===== src/rtl/dircc_node_mem_packet_reader_if.sv =====
// Command, s2 memory-port and Avalon-ST bundle for the packet reader.
// The reader takes the master modport; its environment takes slave.
interface dircc_node_mem_packet_reader_if #(
    parameter int ADDR_W = 14,
    parameter int LEN_W  = 8
);
    logic              cmd_valid;
    logic              cmd_ready;
    logic [ADDR_W-1:0] cmd_addr;
    logic [LEN_W-1:0]  cmd_len;
    logic              busy;
    logic              done;
    logic [ADDR_W-1:0] mem_address;
    logic              mem_chipselect;
    logic              mem_write;
    logic [1:0]        mem_byteenable;
    logic [15:0]       mem_writedata;
    logic [15:0]       mem_readdata;
    logic              st_valid;
    logic              st_ready;
    logic [15:0]       st_data;
    logic              st_sop;
    logic              st_eop;

    modport master (
        input  cmd_valid, cmd_addr, cmd_len,
        input  mem_readdata, st_ready,
        output cmd_ready, busy, done,
        output mem_address, mem_chipselect, mem_write,
        output mem_byteenable, mem_writedata,
        output st_valid, st_data, st_sop, st_eop
    );

    modport slave (
        output cmd_valid, cmd_addr, cmd_len,
        output mem_readdata, st_ready,
        input  cmd_ready, busy, done,
        input  mem_address, mem_chipselect, mem_write,
        input  mem_byteenable, mem_writedata,
        input  st_valid, st_data, st_sop, st_eop
    );
endinterface


===== src/rtl/dircc_node_mem_packet_reader.sv =====
// Streams a packet from processing memory (s2) onto Avalon-ST with SOP/EOP.
// Define PKT_READER_CLEAR_EN to write CLEAR_VALUE back to the first halfword.
module dircc_node_mem_packet_reader #(
    parameter int ADDR_W = 14,
    parameter int LEN_W  = 8
`ifdef PKT_READER_CLEAR_EN
    ,
    parameter logic [15:0] CLEAR_VALUE = 16'h0000
`endif
) (
    input logic clk,
    input logic reset_n,
    dircc_node_mem_packet_reader_if.master bus
);
    typedef enum logic [1:0] {
        S_IDLE  = 2'd0,
        S_READ  = 2'd1,
`ifdef PKT_READER_CLEAR_EN
        S_CLEAR = 2'd2,
`endif
        S_DONE  = 2'd3
    } state_t;

    state_t            state_q, state_d;
    logic [ADDR_W-1:0] addr_q, addr_d;
    logic [LEN_W-1:0]  rd_cnt_q, rd_cnt_d;
    logic [LEN_W-1:0]  beat_cnt_q, beat_cnt_d;
    logic              sop_q, sop_d;
    logic              infl_q, infl_d;
    logic [1:0]        cnt_q, cnt_d;
    logic [15:0]       buf0_q, buf0_d;
    logic [15:0]       buf1_q, buf1_d;
`ifdef PKT_READER_CLEAR_EN
    logic [ADDR_W-1:0] base_q, base_d;
`endif

    logic       st_valid;
    logic       pop;
    logic       issue;
    logic       clr_wr;
    logic [2:0] occ;
    logic [1:0] cnt_tmp;

    always_comb begin
        state_d    = state_q;
        addr_d     = addr_q;
        rd_cnt_d   = rd_cnt_q;
        beat_cnt_d = beat_cnt_q;
        sop_d      = sop_q;
        infl_d     = 1'b0;
        cnt_d      = cnt_q;
        buf0_d     = buf0_q;
        buf1_d     = buf1_q;
`ifdef PKT_READER_CLEAR_EN
        base_d     = base_q;
`endif
        st_valid   = 1'b0;
        pop        = 1'b0;
        issue      = 1'b0;
        occ        = 3'd0;
        cnt_tmp    = 2'd0;
        unique case (state_q)
            S_IDLE: begin
                if (bus.cmd_valid) begin
                    addr_d     = bus.cmd_addr;
`ifdef PKT_READER_CLEAR_EN
                    base_d     = bus.cmd_addr;
`endif
                    rd_cnt_d   = bus.cmd_len;
                    beat_cnt_d = bus.cmd_len;
                    sop_d      = 1'b1;
                    cnt_d      = 2'd0;
                    state_d    = (bus.cmd_len == '0) ? S_DONE : S_READ;
                end
            end
            S_READ: begin
                st_valid = (cnt_q != 2'd0);
                pop      = st_valid & bus.st_ready;
                // Buffer plus in-flight read may never exceed two entries.
                occ      = {1'b0, cnt_q} + {2'b00, infl_q} - {2'b00, pop};
                issue    = (rd_cnt_q != '0) && (occ < 3'd2);
                infl_d   = issue;
                if (issue) begin
                    addr_d   = addr_q + 1'b1;
                    rd_cnt_d = rd_cnt_q - 1'b1;
                end
                buf0_d  = pop ? buf1_q : buf0_q;
                cnt_tmp = cnt_q - {1'b0, pop};
                if (infl_q) begin
                    if (cnt_tmp == 2'd0) buf0_d = bus.mem_readdata;
                    else                 buf1_d = bus.mem_readdata;
                end
                cnt_d = cnt_tmp + {1'b0, infl_q};
                if (pop) begin
                    sop_d      = 1'b0;
                    beat_cnt_d = beat_cnt_q - 1'b1;
                    if (beat_cnt_q == LEN_W'(1)) begin
`ifdef PKT_READER_CLEAR_EN
                        state_d = S_CLEAR;
`else
                        state_d = S_DONE;
`endif
                    end
                end
            end
`ifdef PKT_READER_CLEAR_EN
            S_CLEAR: state_d = S_DONE;
`endif
            S_DONE:  state_d = S_IDLE;
            default: state_d = S_IDLE;
        endcase
    end

    always_ff @(posedge clk or negedge reset_n) begin
        if (!reset_n) begin
            state_q    <= S_IDLE;
            addr_q     <= '0;
            rd_cnt_q   <= '0;
            beat_cnt_q <= '0;
            sop_q      <= 1'b0;
            infl_q     <= 1'b0;
            cnt_q      <= 2'd0;
            buf0_q     <= 16'h0000;
            buf1_q     <= 16'h0000;
`ifdef PKT_READER_CLEAR_EN
            base_q     <= '0;
`endif
        end else begin
            state_q    <= state_d;
            addr_q     <= addr_d;
            rd_cnt_q   <= rd_cnt_d;
            beat_cnt_q <= beat_cnt_d;
            sop_q      <= sop_d;
            infl_q     <= infl_d;
            cnt_q      <= cnt_d;
            buf0_q     <= buf0_d;
            buf1_q     <= buf1_d;
`ifdef PKT_READER_CLEAR_EN
            base_q     <= base_d;
`endif
        end
    end

`ifdef PKT_READER_CLEAR_EN
    assign clr_wr             = (state_q == S_CLEAR);
    assign bus.mem_address    = issue  ? addr_q :
                                clr_wr ? base_q : '0;
    assign bus.mem_writedata  = clr_wr ? CLEAR_VALUE : 16'h0000;
`else
    assign clr_wr             = 1'b0;
    assign bus.mem_address    = issue ? addr_q : '0;
    assign bus.mem_writedata  = 16'h0000;
`endif
    assign bus.mem_chipselect = issue | clr_wr;
    assign bus.mem_write      = clr_wr;
    assign bus.mem_byteenable = 2'b11;

    assign bus.cmd_ready = (state_q == S_IDLE);
    assign bus.busy      = (state_q != S_IDLE);
    assign bus.done      = (state_q == S_DONE);
    assign bus.st_valid  = st_valid;
    assign bus.st_data   = st_valid ? buf0_q : 16'h0000;
    assign bus.st_sop    = st_valid & sop_q;
    assign bus.st_eop    = st_valid & (beat_cnt_q == LEN_W'(1));
endmodule


===== src/flat_wrapper.sv =====
// flat-port wrapper written by rule: the top's interface ports become plain ports
module dircc_node_mem_packet_reader_flat 
#(
    parameter int ADDR_W = 14,
    parameter int LEN_W  = 8

)
  (clk, reset_n, bus_cmd_valid, bus_cmd_addr, bus_cmd_len, bus_mem_readdata, bus_st_ready, bus_cmd_ready, bus_busy, bus_done, bus_mem_address, bus_mem_chipselect, bus_mem_write, bus_mem_byteenable, bus_mem_writedata, bus_st_valid, bus_st_data, bus_st_sop, bus_st_eop);
  dircc_node_mem_packet_reader_if #(.ADDR_W(ADDR_W), .LEN_W(LEN_W)) bus_i ();
  input logic clk;
  input logic reset_n;
  input wire logic [$bits(bus_i.cmd_valid)-1:0] bus_cmd_valid;
  input wire logic [$bits(bus_i.cmd_addr)-1:0] bus_cmd_addr;
  input wire logic [$bits(bus_i.cmd_len)-1:0] bus_cmd_len;
  input wire logic [$bits(bus_i.mem_readdata)-1:0] bus_mem_readdata;
  input wire logic [$bits(bus_i.st_ready)-1:0] bus_st_ready;
  output wire logic [$bits(bus_i.cmd_ready)-1:0] bus_cmd_ready;
  output wire logic [$bits(bus_i.busy)-1:0] bus_busy;
  output wire logic [$bits(bus_i.done)-1:0] bus_done;
  output wire logic [$bits(bus_i.mem_address)-1:0] bus_mem_address;
  output wire logic [$bits(bus_i.mem_chipselect)-1:0] bus_mem_chipselect;
  output wire logic [$bits(bus_i.mem_write)-1:0] bus_mem_write;
  output wire logic [$bits(bus_i.mem_byteenable)-1:0] bus_mem_byteenable;
  output wire logic [$bits(bus_i.mem_writedata)-1:0] bus_mem_writedata;
  output wire logic [$bits(bus_i.st_valid)-1:0] bus_st_valid;
  output wire logic [$bits(bus_i.st_data)-1:0] bus_st_data;
  output wire logic [$bits(bus_i.st_sop)-1:0] bus_st_sop;
  output wire logic [$bits(bus_i.st_eop)-1:0] bus_st_eop;
  assign bus_i.cmd_valid = bus_cmd_valid;
  assign bus_i.cmd_addr = bus_cmd_addr;
  assign bus_i.cmd_len = bus_cmd_len;
  assign bus_i.mem_readdata = bus_mem_readdata;
  assign bus_i.st_ready = bus_st_ready;
  assign bus_cmd_ready = bus_i.cmd_ready;
  assign bus_busy = bus_i.busy;
  assign bus_done = bus_i.done;
  assign bus_mem_address = bus_i.mem_address;
  assign bus_mem_chipselect = bus_i.mem_chipselect;
  assign bus_mem_write = bus_i.mem_write;
  assign bus_mem_byteenable = bus_i.mem_byteenable;
  assign bus_mem_writedata = bus_i.mem_writedata;
  assign bus_st_valid = bus_i.st_valid;
  assign bus_st_data = bus_i.st_data;
  assign bus_st_sop = bus_i.st_sop;
  assign bus_st_eop = bus_i.st_eop;
  dircc_node_mem_packet_reader #(.ADDR_W(ADDR_W), .LEN_W(LEN_W)) u_core (.clk(clk), .reset_n(reset_n), .bus(bus_i));
endmodule

===== config.mk =====
export PLATFORM = sky130hd
export DESIGN_NAME = dircc_node_mem_packet_reader_flat
export DESIGN_NICKNAME = d
export VERILOG_FILES = /design/src/rtl/dircc_node_mem_packet_reader_if.sv /design/src/rtl/dircc_node_mem_packet_reader.sv /design/src/flat_wrapper.sv
export SDC_FILE = /design/constraint.sdc
export NUM_CORES = 1
export LEC_CHECK = 0
export BUFFER_PORTS_ARGS = -buffer_cell sky130_fd_sc_hd__buf_2
export CAP_MARGIN = 20
export CORE_MARGIN = 10
export CORE_UTILIZATION = 50
export CTS_BUF_LIST = sky130_fd_sc_hd__clkbuf_2 sky130_fd_sc_hd__clkbuf_4 sky130_fd_sc_hd__clkbuf_8
export CTS_CLUSTER_DIAMETER = 50
export DETAILED_ROUTE_END_ITERATION = 8
export PLACE_DENSITY = 0.73
export SETUP_SLACK_MARGIN = 0.05
export SLEW_MARGIN = 20
export SYNTH_ARGS = -nofsm -noshare
export SYNTH_HDL_FRONTEND = slang
export SYNTH_SLANG_ARGS = --single-unit

===== constraint.sdc =====
create_clock -name clk -period 7.59 [get_ports clk]
set_input_delay 1.8975 -clock clk [delete_from_list [all_inputs] [get_ports clk]]
set_output_delay 1.8975 -clock clk [all_outputs]
set_load 0.05 [all_outputs]

==> results of run 1 <==
-- worst max-delay path, stage by stage --
cell	delay, ns
buf_2	0.13
clkinv_1	0.43
nor3_1	0.43
fa_1	0.25
xnor2_1	0.14
o2111ai_2	0.34
inv_2	0.44
and2_1	0.19
buf_2	0.26
-- cells by family after synthesis --
logic type / after synthesis / share of synthesized area
xor+xnor: 4 / 0.00869
fa+ha+maj: 8 / 0.0267
flops: 68 / 0.422
buf+inv: 76 / 0.0949
compound gates: 117 / 0.209
simple gates: 152 / 0.187
other cells: 2 / 0.00186
mux: 18 / 0.0502
-- sequential cells by signal (all words and copies together) (netlist names) --
register / flops
u_core.addr_q: 14
u_core.beat_cnt_q: 8
u_core.buf0_q: 16
u_core.buf1_q: 16
u_core.cnt_q: 2
u_core.infl_q: 1
u_core.rd_cnt_q: 8
u_core.sop_q: 1
u_core.state_q: 2
-- final timing paths --
kind,slack [ns],to,from
setup / recovery,1.18,bus_mem_address[10],bus_st_ready
hold / removal,0.50,u_core.sop_q$_DFFE_PN0P_,u_core.sop_q$_DFFE_PN0P_
setup reg to reg,4.65,u_core.beat_cnt_q[0]$_DFFE_PN0P_,u_core.rd_cnt_q[0]$_DFFE_PN0P_
hold reg to reg,0.50,u_core.sop_q$_DFFE_PN0P_,u_core.sop_q$_DFFE_PN0P_
max in group asynchronous,5.28,u_core.buf1_q[0]$_DFFE_PN0P_,reset_n
min in group asynchronous,1.73,u_core.addr_q[2]$_DFFE_PN0P_,reset_n
-- per-stage QoR --
step	cell area, sq um	setup slack, ns	hold WS (ns)	std cells
2_1_floorplan	4100	1.29	0.441	462
3_3_place_gp	4380	1.24	0.485	599
3_5_place_dp	4380	1.16	0.480	599
4_1_cts	4620	1.16	0.499	615
5_1_grt	4620	0.940	0.532	615
6_report	4620	1.18	0.496	616
-- cell usage after synthesis (2+ instances only) --
library cell	count	share of area
buf_4	21	0.039
inv_1	26	0.024
xor2_1	2	0.0043
or4_1	2	0.0037
buf_1	2	0.0019
nor2_1	51	0.047
o22a_1	5	0.011
o21ai_0	19	0.024
a211oi_1	2	0.0037
nor3b_1	2	0.0037
and2_1	17	0.026
a311oi_1	16	0.035
mux2_2	18	0.050
nor3_1	7	0.0087
o31ai_1	2	0.0037
and3_1	4	0.0062
nand4_1	3	0.0047
nand2b_1	3	0.0047
o2bb2ai_1	4	0.0087
a21oi_1	18	0.022
o41ai_1	2	0.0043
nor4_1	22	0.034
a22oi_1	4	0.0074
clkbuf_1	15	0.014
a31oi_1	5	0.0078
a22o_1	10	0.022
nand2_1	27	0.025
nand3_1	7	0.0087
buf_2	9	0.011
dfrtp_1	68	0.42
xnor2_1	2	0.0043
o2bb2a_1	2	0.0050
a21o_1	2	0.0037
ha_1	7	0.022
conb_1	2	0.0019
o22ai_1	13	0.020
-- placed cells by master (no fill, tap or decap), drive strengths merged, types with 2 or more instances in the layout --
master / synthesis / layout
a211oi: 2 / 2
a21o: 2 / 2
a21oi: 19 / 19
a22o: 10 / 10
a22oi: 4 / 4
a2bb2oi: 2 / 2
a311oi: 16 / 16
a31oi: 5 / 5
and2: 17 / 17
and3: 4 / 4
buf: 33 / 83
bufinv: 0 / 3
clkbuf: 15 / 10
clkinv: 1 / 2
conb: 2 / 19
dfrtp: 68 / 68
ha: 7 / 7
inv: 27 / 28
mux2: 18 / 18
nand2: 27 / 27
nand2b: 3 / 3
nand3: 7 / 7
nand4: 3 / 3
nor2: 52 / 52
nor3: 7 / 7
nor3b: 2 / 2
nor4: 22 / 22
o21ai: 20 / 20
o22a: 5 / 5
o22ai: 13 / 13
o2bb2a: 2 / 2
o2bb2ai: 4 / 4
o31ai: 2 / 2
o41ai: 2 / 2
or4: 3 / 3
xnor2: 2 / 2
xor2: 2 / 2
-- final cells by class --
class                      instances  area, sq um
inverter                          28          105
timing repair buffer              83          428
clock buffer                      10          131
sequential                        68         1700
fill                             694         3190
antenna                            1         2.50
clock inverter                     6          111
multi-input combinational        318         2010
tap                              102          128
-- layer usage --
layer,share of wire,track usage
met1,0.42,0.206
met2,0.49,0.295
met3,0.087,0.0468
met4,0.010,0.0558
met5,0,0
==> metrics, run 1 <==
residual DRC count 0; Slew Limit Fails 0; H-Tree Depth 3; relative slew slack 0.382; worst hold path depth 1; Tcrit/Tclk final 0.845; CTS-repair resized insts 0; #FFs+latches synth 68; Core Area 0.00781 sq mm; FMAX 156 MHz; num rows 32; Worst Reg2Reg Path Length in Cells 7; full die area 0.0121 sq mm; largest net degree at the start of global routing 69; wire per inst 17.0 um; Total Routing Usage GR 0.173; first-pass GRT wire length 16900 um; ys flop type dfrtp_1; Die Span X 110 um; hpwl dp 7480 um; routed vias 3573; critical-path maximum fanout 28; DR iter-0 viols 179; CTS tree built; CTS Buffer Depth 2; CTS buffer count 9; drt pass-1 iters 4; CTS Sinks 68; Fin Setup TNS 0 ns; sequential fraction of the synthesis area 0.422; final setup fails 0; Post-CTS Hold Fix Bufs 0; Critical Path RT 5.69 ns; I/O pin count 98; Post-Route WL 10500 um; critical setup path kind input port to primary output; Cells after Synth 445; Post-synth EDFFs 0; Root Buffer clkbuf_8; post-route ant nets 0; grt ovf 0; MaxCap Viol Count 0; Worst setup SP type input port; initial antenna violation count 1; syn_area_per_cell 9.06 sq um; FFs w/ async S/R, synth 1.00; RSZ-0062 raised after global routing no; data arrival time of the worst path 4.51 ns; via/cell ratio 5.80; Buffers on Ports 78; Post-CTS Setup Inserts 0; Worst Tran Pin Value 0.926 ns; Clock Skew 0.0126 ns; Ys Warns 0; clock-pin slew on the worst setup and hold paths 0.08 ns; Setup crit end kind primary output; Yosys cell types 60; Final Util 0.592; share of cells above drive strength 1 0.248; initial core utilization 0.517; final hold vios 0; Die Span Y 110 um; status finished clean; Worst-Skew Late Latency 0.35 ns; min Tclk post-route 6.41 ns; area of the mapped netlist 0.00403 sq mm; Hold Crit Class flip-flop to flip-flop; vias in the first global route 3532; Final nets 558; area grow syn2layout 14.5%; GP Congestion 0.853
Power of run 1 is not shown: default switching activity piles up to over one toggle a cycle in this logic, so the estimate is an artifact.
==> run 2: changes to the inputs <==
Clock period 7.59 ns to 6.1 ns, I/O delays scaled along.
==> metrics, run 2 (synthesized netlist as in run 1, its figures left out) <==
first-pass GRT wire length 16700 um (-1.0%); Setup crit end kind primary output; Tcrit/Tclk final 0.869; CP max-delay cell inv_2; Worst-Skew Late Latency 0.34 ns (about the same); Fin Setup TNS 0 ns (unchanged); critical setup path kind input port to primary output; vias in the first global route 3470 (-1.8%); Buffers on Ports 78 (unchanged); largest net degree at the start of global routing 69 (unchanged); area grow syn2layout 13.5%; final hold vios 0 (unchanged); CTS Sinks 68 (unchanged); RSZ-0062 raised after global routing no; GP Congestion 0.862 (+1.1%); critical-path maximum fanout 28 (unchanged); CTS tree built; min Tclk post-route 5.30 ns; reg2reg end u_core.beat_cnt_q[0]$_DFFE_PN0P_; Die Span Y 110 um (unchanged); data arrival time of the worst path 3.78 ns (-0.73 ns); Total Routing Usage GR 0.171 (-0.00172); Final nets 559 (+0.18%); CP delay by family, top buffers and inverters; most frequent cells in the layout buf_2 (78), dfrtp_1 (68), nor2_1 (51); FMAX 189 MHz; Setup crit start bus_st_ready; drt pass-1 iters 5 (+1); via/cell ratio 5.83 (+0.59%); H-Tree Depth 3 (unchanged); hpwl dp 7300 um (-2.3%); Post-Route WL 10300 um (-1.5%); ant diodes 0 (-1); initial antenna violation count 0 (-1); crit path cell chain buf_2 -> xor2_1 -> nand2_1 -> fa_1 -> xnor2_1 -> o2111ai_2 -> inv_2 -> and2_1 -> buf_2; grt ovf 0 (unchanged); Post-CTS Hold Fix Bufs 0 (unchanged); worst hold path startpoint u_core.sop_q$_DFFE_PN0P_; Worst Reg2Reg Path Length in Cells 7 (unchanged); Worst Tran Pin Value 0.942 ns (+0.0157 ns); Filler cells 716 (+3.2%); Root Buffer clkbuf_8; I/O pin count 98 (unchanged); clock-pin slew on the worst setup and hold paths 0.08 ns (about the same); full die area 0.0121 sq mm (unchanged); status finished clean; final setup fails 0 (unchanged); CTS-repair resized insts 0 (unchanged); register-to-register setup slack 3.11 ns (-1.54 ns); critical path endpoint bus_mem_address[11]; CTS Buffer Depth 2 (unchanged); Core Area 0.00781 sq mm (unchanged); DR iter-0 viols 225 (+26%); slowest stage delay, CP 0.48 ns (+0.04 ns); CP Buf/Inv Count 3 (-1); MaxCap Viol Count 0 (unchanged); post-route ant nets 0 (unchanged); share of cells above drive strength 1 0.249 (+0.00146); WP depth 9 (unchanged); relative slew slack 0.372 (-0.0105); Hold Crit Class flip-flop to flip-flop; Regs by FF count u_core.buf0_q x16, u_core.buf1_q x16, u_core.addr_q x14; Post-CTS Setup Inserts 0 (unchanged); routed vias 3594 (+0.59%); num rows 32 (unchanged); residual DRC count 0 (unchanged); wire per inst 16.8 um (-1.5%); CTS buffer count 9 (unchanged); Fin Hold WS 0.500 ns (+0.00332 ns); Critical Path RT 4.58 ns (-1.11 ns); r2r startpoint u_core.rd_cnt_q[0]$_DFFE_PN0P_; Slew Limit Fails 0 (unchanged); initial core utilization 0.517 (unchanged); Clock Skew 0.00956 ns (-0.00299 ns); Worst setup SP type input port; most frequent CP cell buf_2; Die Span X 110 um (unchanged); commonest non-fill, non-tap cell in the layout buf_2
==> run 2: changes by cell type in the layout (fill, tap and decap cells not counted) <==
cell / change
buf_4: +1
diode_2: -1
clkinvlp_4: +1
clkinv_2: +1
bufinv_16: -2
==> run 2: worst min-delay path by stage <==
stage | to | cells after the start
after floorplan | u_core.sop_q$_DFFE_PN0P_ | 1
after global placement | u_core.sop_q$_DFFE_PN0P_ | 1
after detailed placement | u_core.sop_q$_DFFE_PN0P_ | 1
after CTS | u_core.sop_q$_DFFE_PN0P_ | 1
after global routing | u_core.buf1_q[11]$_DFFE_PN0P_ | 1
final | u_core.sop_q$_DFFE_PN0P_ | 1
==> run 2: final cells by class <==
cell class,instances,area (sq um),area share
Inverter,28,105,0.0230
Sequential cell,68,1700,0.372
Multi-Input combinational cell,318,2010,0.440
Clock inverter,6,63.8,0.0139
Timing Repair Buffer,84,435,0.0951
Tap cell,102,128,0.0279
Clock buffer,10,131,0.0287
==> run 2: metal layers <==
layer  vias to the layer above  track usage  routed length (um)
met5                         -            0                   0
met3                        15       0.0386                 872
met2                       151        0.285                4990
met1                      1723        0.206                4330
li1                       1705            -                   -
met4                         0       0.0762                 157
==> run 2: worst register-to-register path: cells and delay by family (launching register included) <==
kind            cells  cell delay (ns)
buf+inv             2             0.48
flops               1             0.41
compound gates      2             0.75
simple gates        2             1.02
fa+ha+maj           1             0.17
==> run 2: stage by stage <==
stage	util	std cells	area (sq um)	worst slack, ns
floorplan	-	462	4100	0.542
detailed placement	0.561	600	4380	0.824
global route	0.586	616	4580	0.671
finish	0.586	616	4580	0.796
CTS	0.586	616	4580	0.830
global placement	0.561	600	4380	0.897
Power of run 2 is left out for the same reason.
